$ cat src/rtl/enc_pkg.sv
// Shared types and RV32I encoding constants for the instruction encoder/loader.
package enc_pkg;

  typedef enum logic [3:0] {
    JAL   = 4'd0,
    JALR  = 4'd1,
    OPIMM = 4'd2,
    OP    = 4'd3,
    SB    = 4'd4,
    BNE   = 4'd5,
    LUI   = 4'd6,
    LBU   = 4'd7,
    LI    = 4'd8
  } enc_kind_t;

  typedef enum logic {S_IDLE, S_LI2} ld_state_t;

  typedef struct packed {
    enc_kind_t   kind;
    logic [4:0]  rd;
    logic [4:0]  rs1;
    logic [4:0]  rs2;
    logic [2:0]  funct3;
    logic        funct7b5;
    logic [31:0] imm;
  } enc_req_t;

  localparam logic [6:0] OPC_JAL    = 7'b1101111;
  localparam logic [6:0] OPC_JALR   = 7'b1100111;
  localparam logic [6:0] OPC_OPIMM  = 7'b0010011;
  localparam logic [6:0] OPC_OP     = 7'b0110011;
  localparam logic [6:0] OPC_STORE  = 7'b0100011;
  localparam logic [6:0] OPC_BRANCH = 7'b1100011;
  localparam logic [6:0] OPC_LUI    = 7'b0110111;
  localparam logic [6:0] OPC_LOAD   = 7'b0000011;

  localparam logic [2:0] F3_ADDI = 3'b000;
  localparam logic [2:0] F3_SLLI = 3'b001;
  localparam logic [2:0] F3_SRXI = 3'b101;
  localparam logic [2:0] F3_JALR = 3'b000;
  localparam logic [2:0] F3_SB   = 3'b000;
  localparam logic [2:0] F3_BNE  = 3'b001;
  localparam logic [2:0] F3_LBU  = 3'b100;

  // True when v is representable as an nbits-wide two's complement value.
  function automatic logic fits_simm(input logic [31:0] v, input int unsigned nbits);
    logic [31:0] hi;
    hi = 32'($signed(v) >>> (nbits - 1));
    return (hi == '0) || (hi == '1);
  endfunction

endpackage

$ cat src/rtl/instr_format_enc.sv
// Combinational RV32I word builder: request kind + fields -> 32-bit instruction.
module instr_format_enc
  import enc_pkg::*;
(
  input  enc_req_t    req,
  output logic [31:0] word
);

  logic [31:0] imm;
  logic [6:0]  f7;
  logic        is_shift;

  always_comb begin
    imm      = req.imm;
    f7       = {1'b0, req.funct7b5, 5'b0};
    is_shift = (req.funct3 == F3_SLLI) || (req.funct3 == F3_SRXI);
    word     = '0;
    case (req.kind)
      JAL:   word = {imm[20], imm[10:1], imm[11], imm[19:12], req.rd, OPC_JAL};
      JALR:  word = {imm[11:0], req.rs1, F3_JALR, req.rd, OPC_JALR};
      OPIMM: begin
        // shifts carry the arith/logical select in bit 30 and shamt in [24:20]
        if (is_shift) word = {f7, imm[4:0], req.rs1, req.funct3, req.rd, OPC_OPIMM};
        else          word = {imm[11:0], req.rs1, req.funct3, req.rd, OPC_OPIMM};
      end
      OP:    word = {f7, req.rs2, req.rs1, req.funct3, req.rd, OPC_OP};
      SB:    word = {imm[11:5], req.rs2, req.rs1, F3_SB, imm[4:0], OPC_STORE};
      BNE:   word = {imm[12], imm[10:5], req.rs2, req.rs1, F3_BNE, imm[4:1], imm[11], OPC_BRANCH};
      LUI:   word = {imm[31:12], req.rd, OPC_LUI};
      LBU:   word = {imm[11:0], req.rs1, F3_LBU, req.rd, OPC_LOAD};
      LI:    word = {imm[11:0], req.rs1, F3_ADDI, req.rd, OPC_OPIMM};
      default: word = '0;
    endcase
  end

endmodule

$ cat src/rtl/instr_encoder_loader.sv
// Encodes instruction requests and streams them into instruction memory.
// Optional immediate range checker: define ENC_RANGE_CHECK_EN.
module instr_encoder_loader
  import enc_pkg::*;
#(
  parameter int                    ADDR_WIDTH = 32,
  parameter logic [ADDR_WIDTH-1:0] BASE_ADDR  = ADDR_WIDTH'(32'hBFC00000),
  parameter int                    DEPTH      = 1024,
  localparam int                   CW         = $clog2(DEPTH) + 1
) (
  input  logic                  clk_i,
  input  logic                  rst_i,
  input  logic                  valid_i,
  output logic                  ready_o,
  input  enc_kind_t             kind_i,
  input  logic [4:0]            rd_i,
  input  logic [4:0]            rs1_i,
  input  logic [4:0]            rs2_i,
  input  logic [2:0]            funct3_i,
  input  logic                  funct7b5_i,
  input  logic [31:0]           imm_i,
  output logic                  we_o,
  output logic [ADDR_WIDTH-1:0] waddr_o,
  output logic [31:0]           wdata_o,
  output logic [CW-1:0]         count_o,
  output logic                  full_o,
  output logic                  overflow_o,
  output logic                  err_o
);

  ld_state_t             state, state_nxt;
  enc_req_t              req;
  logic [31:0]           word;
  logic                  xfer, emit, drop;
  logic [4:0]            li_rd;
  logic [11:0]           li_lo;
  logic [ADDR_WIDTH-1:0] next_addr;

  assign full_o  = (count_o == CW'(DEPTH));
  assign ready_o = (state == S_IDLE) && !full_o;
  assign xfer    = valid_i && ready_o;

  always_comb begin
    state_nxt = state;
    emit      = 1'b0;
    drop      = 1'b0;
    req       = '{kind: kind_i, rd: rd_i, rs1: rs1_i, rs2: rs2_i,
                  funct3: funct3_i, funct7b5: funct7b5_i, imm: imm_i};
    case (state)
      S_IDLE: begin
        if (xfer) begin
          emit = 1'b1;
          if (kind_i == LI) begin
            if (fits_simm(imm_i, 12)) begin
              req.rs1 = 5'd0;
            end else begin
              // round the upper part so the signed low 12 bits land back on imm
              req.kind  = LUI;
              req.imm   = {imm_i[31:12] + {19'd0, imm_i[11]}, 12'd0};
              state_nxt = S_LI2;
            end
          end
        end
      end
      S_LI2: begin
        state_nxt = S_IDLE;
        emit      = !full_o;
        drop      = full_o;
        req.kind  = LI;
        req.rd    = li_rd;
        req.rs1   = li_rd;
        req.imm   = {{20{li_lo[11]}}, li_lo};
      end
      default: state_nxt = S_IDLE;
    endcase
  end

  instr_format_enc u_fmt (
    .req  (req),
    .word (word)
  );

  always_ff @(posedge clk_i) begin
    if (rst_i) begin
      state      <= S_IDLE;
      we_o       <= 1'b0;
      waddr_o    <= BASE_ADDR;
      next_addr  <= BASE_ADDR;
      wdata_o    <= '0;
      count_o    <= '0;
      overflow_o <= 1'b0;
      li_rd      <= '0;
      li_lo      <= '0;
    end else begin
      state <= state_nxt;
      we_o  <= emit;
      // idle cycles expose the address the next word will take
      if (emit) begin
        wdata_o   <= word;
        waddr_o   <= next_addr;
        next_addr <= next_addr + ADDR_WIDTH'(4);
        count_o   <= count_o + CW'(1);
      end else begin
        waddr_o <= next_addr;
      end
      if (drop) overflow_o <= 1'b1;
      if (xfer && (kind_i == LI)) begin
        li_rd <= rd_i;
        li_lo <= imm_i[11:0];
      end
    end
  end

`ifdef ENC_RANGE_CHECK_EN
  logic range_err;

  always_comb begin
    range_err = 1'b0;
    case (kind_i)
      JALR, OPIMM, SB, LBU: range_err = !fits_simm(imm_i, 12);
      BNE:                  range_err = !fits_simm(imm_i, 13) || imm_i[0];
      JAL:                  range_err = !fits_simm(imm_i, 21) || imm_i[0];
      default:              range_err = 1'b0;
    endcase
  end

  always_ff @(posedge clk_i) begin
    if (rst_i) err_o <= 1'b0;
    else       err_o <= xfer && range_err;
  end
`else
  assign err_o = 1'b0;
`endif

endmodule

$ cat config.mk
export PLATFORM = sky130hd
export DESIGN_NAME = instr_encoder_loader
export DESIGN_NICKNAME = d
export VERILOG_FILES = /design/src/rtl/enc_pkg.sv /design/src/rtl/instr_format_enc.sv /design/src/rtl/instr_encoder_loader.sv
export SDC_FILE = /design/constraint.sdc
export NUM_CORES = 1
export LEC_CHECK = 0
export CORE_ASPECT_RATIO = 1.75
export CORE_MARGIN = 1
export CORE_UTILIZATION = 55
export CTS_BUF_LIST = sky130_fd_sc_hd__clkbuf_8
export DETAILED_ROUTE_END_ITERATION = 10
export PLACE_DENSITY_LB_ADDON = 0.05
export SYNTH_ARGS = -nofsm -noshare
export SYNTH_HDL_FRONTEND = slang
export SYNTH_SLANG_ARGS = --single-unit
$ cat constraint.sdc
create_clock -name clk_i -period 4.92 [get_ports clk_i]
set_input_delay 0.492 -clock clk_i [delete_from_list [all_inputs] [get_ports clk_i]]
set_output_delay 0.492 -clock clk_i [all_outputs]
set_load 0.05 [all_outputs]
==> flow_summary.ini, run 1 <==
[outcome]
status = complete, no violations

[timing]
drv_slew = 0
rsz0062_at_grt = no
timing.setup.tns_ns = 0
final-hold-violation-count = 0
period_share_pct = 63.5
worstMarginPinSlew_ns = 0.940
slew-limit-headroom_pct = 36.9
fin_skew_ns = 0.0160
fin_crit_ns = 3.12
setup_viol = 0
fmax_ghz = 0.320

[global_route]
grt_max_degree = 98
grt_usage_pct = 31.1
grt_pass1_wl_mm = 25.8
first_global_vias = 5374
grt_overflow_total = 0
antenna_found_initial = 0

[clock_tree]
cts_buffers = 17
hold_buffers = 0
cts_tree = done
path_clk_slew_ns = 0.08
clk_path_buf_depth = 2
post_cts_buffers = 0
htree_num_levels = 4
cts-root-buf = clkbuf_8
ctsResizeCount = 0
clock_sinks = 122
clk_latency_ns = 0.44

[pwr]
switching_share_pct = 29.4
leakage_nw = 2.77
ir_drop_uv = 238
combPwrFrac_pct = 12.6
clkPwrFrac_pct = 41.0
p_sw_mw = 0.647
seqPwrFrac_pct = 46.3
power.total_mw = 2.20
p_int_mw = 1.55
p_per_area_mw_per_mm2 = 288

[synth]
yosys.area.top_type = dfxtp_1
synth_top_area_share_pct = 42.0
ys.warnings.count = 0
avgSynthCellArea_um2 = 8.34
seq_area_frac_synth_pct = 42.0
ys_ff_latch = 122
ys_async_sr_fraction_pct = 0
syn-cell-area_mm2 = 0.00581
synth-main-ff-cell = dfxtp_1
ys_top_cells_by_area = dfxtp_1 (42%), nand2_1 (6.3%), a21oi_1 (4.2%), xor2_1 (3.9%), nor2_1 (3.6%)
synth-edff-count = 0
synthMostInstantiatedCell = dfxtp_1
synthCells = 697
synth_cell_types = 79
synth_common_cells = dfxtp_1 (122), nand2_1 (97), nor2_1 (55)

[routing]
drtAntennaViolNets = 0
vias = 5585
drt_drc_violations_left = 0
wire_per_inst_um = 17.4
drt-initial-drc-count = 293
avgViaCountPerCell = 5.79
routed_wirelength_mm = 16.8
dr.pass1.iters = 5

[place]
port_buffers = 134
dp_hpwl_mm = 12.7
gp_congestion = 0.994

[hold_path]
holdCritPathClass = in2reg

[run]
drv_cap = 0

[final_layout]
layout-drive-gt1-share_pct = 9.69
final_nets = 887
final_core_util_pct = 74.0
area_growth_pct = 31.1

[worst_setup_path]
crit_arrival_ns = 3.49
path_class = reg2reg
max_stage_delay_ns = 0.68
reg2reg_slack_ns = 1.80
cp_cell_sequence = inv_1 -> ha_1 -> nor4bb_1 -> nand3_1 -> nand2_1 -> or3_1 -> a211oi_2 -> o21ai_0 -> o211ai_1
start_kind = flop
cp-end-kind = flop
slowest_stage = or3_1
path_max_fanout = 13
cp.required_ns = 5.28

[die]
initial_core_util_pct = 56.4
core-area_mm2 = 0.0103
dieArea_mm2 = 0.0110
ios = 138
fp-row-count = 49
fp.dieW_um = 79.7
die_y_um = 138
-- per-stage QoR --
step	instances	setup slack, ns	hold WS [ns]	cell area (um^2)
2_1_floorplan	699	2.18	0.433	5820
3_3_place_gp	931	1.53	0.443	7220
3_5_place_dp	931	1.41	0.448	7220
4_1_cts	963	1.80	0.250	7620
5_1_grt	963	1.57	0.250	7620
6_report	964	1.80	0.256	7620
-- final timing paths --
| check | start | cells after the start | to |
|---|---|---|---|
| worst max-delay path | count_o[0]$_SDFFE_PP0P_ | 9 | wdata_o[19]$_SDFFE_PP0P_ |
| worst min-delay path | rst_i | 2 | state$_SDFF_PP0_ |
| worst max register to register | count_o[0]$_SDFFE_PP0P_ | 9 | wdata_o[19]$_SDFFE_PP0P_ |
| worst min register to register | li_lo[0]$_SDFFE_PP0P_ | 2 | li_lo[0]$_SDFFE_PP0P_ |
-- area by class of cell --
cell class                      instances  area, um^2
Tap cell                              127         159
Fill cell                             816        2680
Antenna cell                            1        2.50
Clock inverter                         14         149
Timing Repair Buffer                  145        1420
Inverter                               19        71.3
Clock buffer                           18         248
Multi-Input combinational cell        518        3130
Sequential cell                       122        2440
-- flip-flops by register name (all words and copies together), names as in the netlist --
register / count
state: 1
count_o: 11
we_o: 1
waddr_o: 30
li_lo: 12
wdata_o: 31
overflow_o: 1
li_rd: 5
next_addr: 30
-- cell usage in the layout (no fill, tap or decap), drive strengths merged, types with 6 or more instances in the layout --
cell type      count
nand2             99
nor2              56
clkbuf            18
ha                 6
a221oi             6
nor3b              9
dfxtp            122
a21oi             49
nor2b             22
clkdlybuf4s50    133
xnor2             20
nand3             18
and3              13
and4               7
xor2              26
a22oi              9
buf               12
nand4             13
o21ai             33
or3                7
or2               16
nor3              20
inv               29
o211ai            13
nor4              16
-- kinds of logic after synthesis --
| family | after synthesis | share of synthesized area [%] |
|---|---|---|
| buffers and inverters | 59 | 4.26 |
| DFF | 122 | 42.0 |
| muxes | 3 | 0.560 |
| adders and majority gates | 6 | 1.29 |
| other | 1 | 0.0645 |
| and+or+nand+nor | 316 | 28.6 |
| AOI/OAI and AO/OA | 144 | 16.3 |
| xor gates and xnor gates | 46 | 6.93 |
-- power by group through the flow --
stage | combinational (mW) | sequential, mW | clock (mW)
final | 0.278 | 1.02 | 0.901
after global routing | 0.296 | 1.02 | 0.951
after CTS | 0.276 | 1.02 | 0.904
after detailed placement | 0.275 | 1.04 | 0
after global placement | 0.273 | 1.04 | 0
after floorplan | 0.111 | 1.08 | 0
-- worst max-delay path, delay by kind of cell (launching register included) --
kind / cells / cell delay [ns]
buffers and inverters: 1 / 0.07
flip-flops: 1 / 0.44
adder cells (fa/ha/maj): 1 / 0.19
AND/OR/NAND/NOR: 4 / 1.32
AO/OA/AOI/OAI: 3 / 1.03
-- layer usage --
| metal | global-route usage [%] | up-vias | share of wire (%) |
|---|---|---|---|
| met5 | 0 | - | 0 |
| met4 | 20.8 | 0 | 5.6 |
| met3 | 5.53 | 57 | 4.3 |
| met2 | 60.1 | 201 | 56 |
| met1 | 28.6 | 2623 | 34 |
| li1 | - | 2704 | - |
Power figures use the tool's default switching activity.
==> inputs of run 2 (changes only) <==
--- a/config.mk
+++ b/config.mk
@@ -7,7 +7,7 @@
 export LEC_CHECK = 0
 export CORE_ASPECT_RATIO = 1.75
 export CORE_MARGIN = 1
-export CORE_UTILIZATION = 55
+export CORE_UTILIZATION = 52
 export CTS_BUF_LIST = sky130_fd_sc_hd__clkbuf_8
 export DETAILED_ROUTE_END_ITERATION = 10
 export PLACE_DENSITY_LB_ADDON = 0.05
==> constraint.sdc (replaced) <==
create_clock -name clk_i -period 3.2 [get_ports clk_i]
set_input_delay 0.32 -clock clk_i [delete_from_list [all_inputs] [get_ports clk_i]]
set_output_delay 0.32 -clock clk_i [all_outputs]
set_load 0.05 [all_outputs]
==> run 2 against run 1 <==
- register-to-register slack worse by 1.4 ns
- clock skew decreased by 0.0024 ns
- sequential share of layout area down 0.62 points
- non-clock buffer count up 20
- critical path depth fell by 3
- count of clock-buffer cells in the layout shrank 1
- critical endpoint is now full_o
- largest cell class unchanged
==> flow_summary.ini, run 2 (synthesis gave the netlist of run 1 again) <==
[global_route]
grt_max_degree = 52
grt_pass1_wl_mm = 28.5
antenna_found_initial = 0
grt_usage_pct = 32.9
grt_overflow_total = 0
first_global_vias = 5834

[final_layout]
top_register = wdata_o
seqCellArea_mm2 = 0.00244
final_core_util_pct = 72.2
n_fill_cell = 854
multiInputGateArea_mm2 = 0.00313
layout_common_cells = clkdlybuf4s50_1 (133), dfxtp_1 (121), nand2_1 (97)
largest_register_ffs = 31
area_growth_pct = 33.7
final_nets = 907
antenna_cells = 0
largestRegisters = wdata_o (31), next_addr (30), waddr_o (30)
final_common_cell = clkdlybuf4s50_1
stdcell_area_mm2 = 0.00777
layout-drive-gt1-share_pct = 11.8

[clock_tree]
post_cts_buffers = 0
cts_buffers = 17
clk_path_buf_depth = 2
cts_tree = done
clock_sinks = 122
htree_num_levels = 4
hold_buffers = 0
clk_latency_ns = 0.44
cts-root-buf = clkbuf_8
ctsResizeCount = 0
path_clk_slew_ns = 0.08

[timing]
hold_slack_ns = 0.451
fin_crit_ns = 3.03
worstMarginPinSlew_ns = 0.884
fin_skew_ns = 0.0136
rsz0062_at_grt = no
fmax_ghz = 0.330
period_share_pct = 94.7
slew-limit-headroom_pct = 40.4
final-hold-violation-count = 0
drv_slew = 0
timing.setup.tns_ns = 0
setup_viol = 0

[worst_setup_path]
cp_top_family = buffers and inverters
worstReg2RegEnd = next_addr[27]$_SDFFE_PP1P_
path_max_fanout = 5
slowest_stage = clkdlybuf4s50_1
cp-end-kind = output pin
crit_arrival_ns = 2.71
reg2reg_slack_ns = 0.43
regToRegStartpoint = count_o[0]$_SDFFE_PP0P_
max_stage_delay_ns = 0.84
start_kind = flop
worstRegToRegCells = 9
cp_num_buf_inv = 3
crit_start = count_o[0]$_SDFFE_PP0P_
cp_cell_sequence = inv_1 -> ha_1 -> nor4bb_1 -> nand3_1 -> inv_1 -> clkdlybuf4s50_1
crit_top_cell = inv_1
path_class = reg2out
cp.required_ns = 2.88

[routing]
drtAntennaViolNets = 0
wire_per_inst_um = 18.6
dr.pass1.iters = 5
vias = 5795
drt-initial-drc-count = 242
drt_drc_violations_left = 0
routed_wirelength_mm = 18.4
avgViaCountPerCell = 5.88

[die]
die_y_um = 142
fp-row-count = 50
fp.dieW_um = 81.9
core-area_mm2 = 0.0108
initial_core_util_pct = 54.0
ios = 138
dieArea_mm2 = 0.0116

[pwr]
ir_drop_uv = 393
p_per_area_mw_per_mm2 = 429
leakage_nw = 2.86

[hold_path]
holdPathStages = 3
hold_path_end = waddr_o[4]$_SDFF_PP0_
holdCritPathClass = in2reg
worstHoldStart = rst_i

[place]
gp_congestion = 0.906
dp_hpwl_mm = 13.9
port_buffers = 134
place_area_mm2 = 0.00739

[outcome]
status = complete, no violations

[run]
drv_cap = 0
-- run 2: changes by cell type in the layout (fill, tap and decap cells not counted) --
cell / change
clkinv_8: +2
diode_2: -1
buf_12: +1
clkbuf_8: -1
inv_6: -1
buf_4: +19
clkinvlp_4: +1
bufinv_16: -1
-- run 2: worst max-delay path by stage --
stage          slack, ns  cells past startpoint                    endpoint
2_1_floorplan       0.48                      9  next_addr[27]$_SDFFE_PP1P_
4_1_cts             0.19                      6                      full_o
3_5_place_dp        0.21                      9    wdata_o[27]$_SDFFE_PP0P_
6_report            0.17                      6                      full_o
3_3_place_gp        0.28                      9    wdata_o[24]$_SDFFE_PP0P_
5_1_grt             0.10                      6                      full_o
-- run 2: per-stage QoR --
stage	instances	setup WS, ns	power (mW)
6_report	986	0.170	3.33
5_1_grt	986	0.103	3.45
4_1_cts	986	0.188	3.35
3_5_place_dp	954	0.214	2.03
3_3_place_gp	954	0.280	2.03
2_1_floorplan	699	0.483	1.84
-- run 2: worst reg2reg max path, cell delays in order, from the launching register on --
cell and delay, ns:
dfxtp_1 0.46, inv_1 0.07, ha_1 0.20, nor4bb_1 0.13, a311o_2 0.45, or2_4 0.30
nor3_4 0.42, nand2_2 0.15, o21ai_1 0.14, or3b_1 0.34
-- run 2: area by class of cell --
cell class / instances / share of cell area [%]
flip-flops and latches: 122 / 31.4
repair buffers: 165 / 20.4
clock buffers: 17 / 3.01
well taps: 130 / 2.09
inverters: 19 / 0.918
multi-input cells: 518 / 40.3
clock inverters: 15 / 1.93
-- run 2: where the power goes --
| part | switching (mW) | internal [mW] | total [mW] |
|---|---|---|---|
| registers | 0.0211 | 1.54 | 1.57 |
| logic | 0.262 | 0.177 | 0.439 |
| clock network | 0.753 | 0.578 | 1.33 |
-- run 2: layer usage --
layer / part of all wire (%) / GRT usage (%) / vias to the layer above / wire [um]
met3: 3.8 / 5.79 / 61 / 698
li1: - / - / 2750 / -
met5: 0 / 0 / - / 0
met4: 5.0 / 20.2 / 0 / 926
met1: 35 / 30.8 / 2762 / 6420
met2: 56 / 62.6 / 222 / 10300
==> inputs of run 3 (changes only) <==
--- a/config.mk
+++ b/config.mk
@@ -9,6 +9,7 @@
 export CORE_MARGIN = 1
 export CORE_UTILIZATION = 52
 export CTS_BUF_LIST = sky130_fd_sc_hd__clkbuf_8
+export CTS_CLUSTER_DIAMETER = 50
 export DETAILED_ROUTE_END_ITERATION = 10
 export PLACE_DENSITY_LB_ADDON = 0.05
 export SYNTH_ARGS = -nofsm -noshare
==> results of run 3 <==
The final DEF is identical to that of run 2; final timing and power are the same.
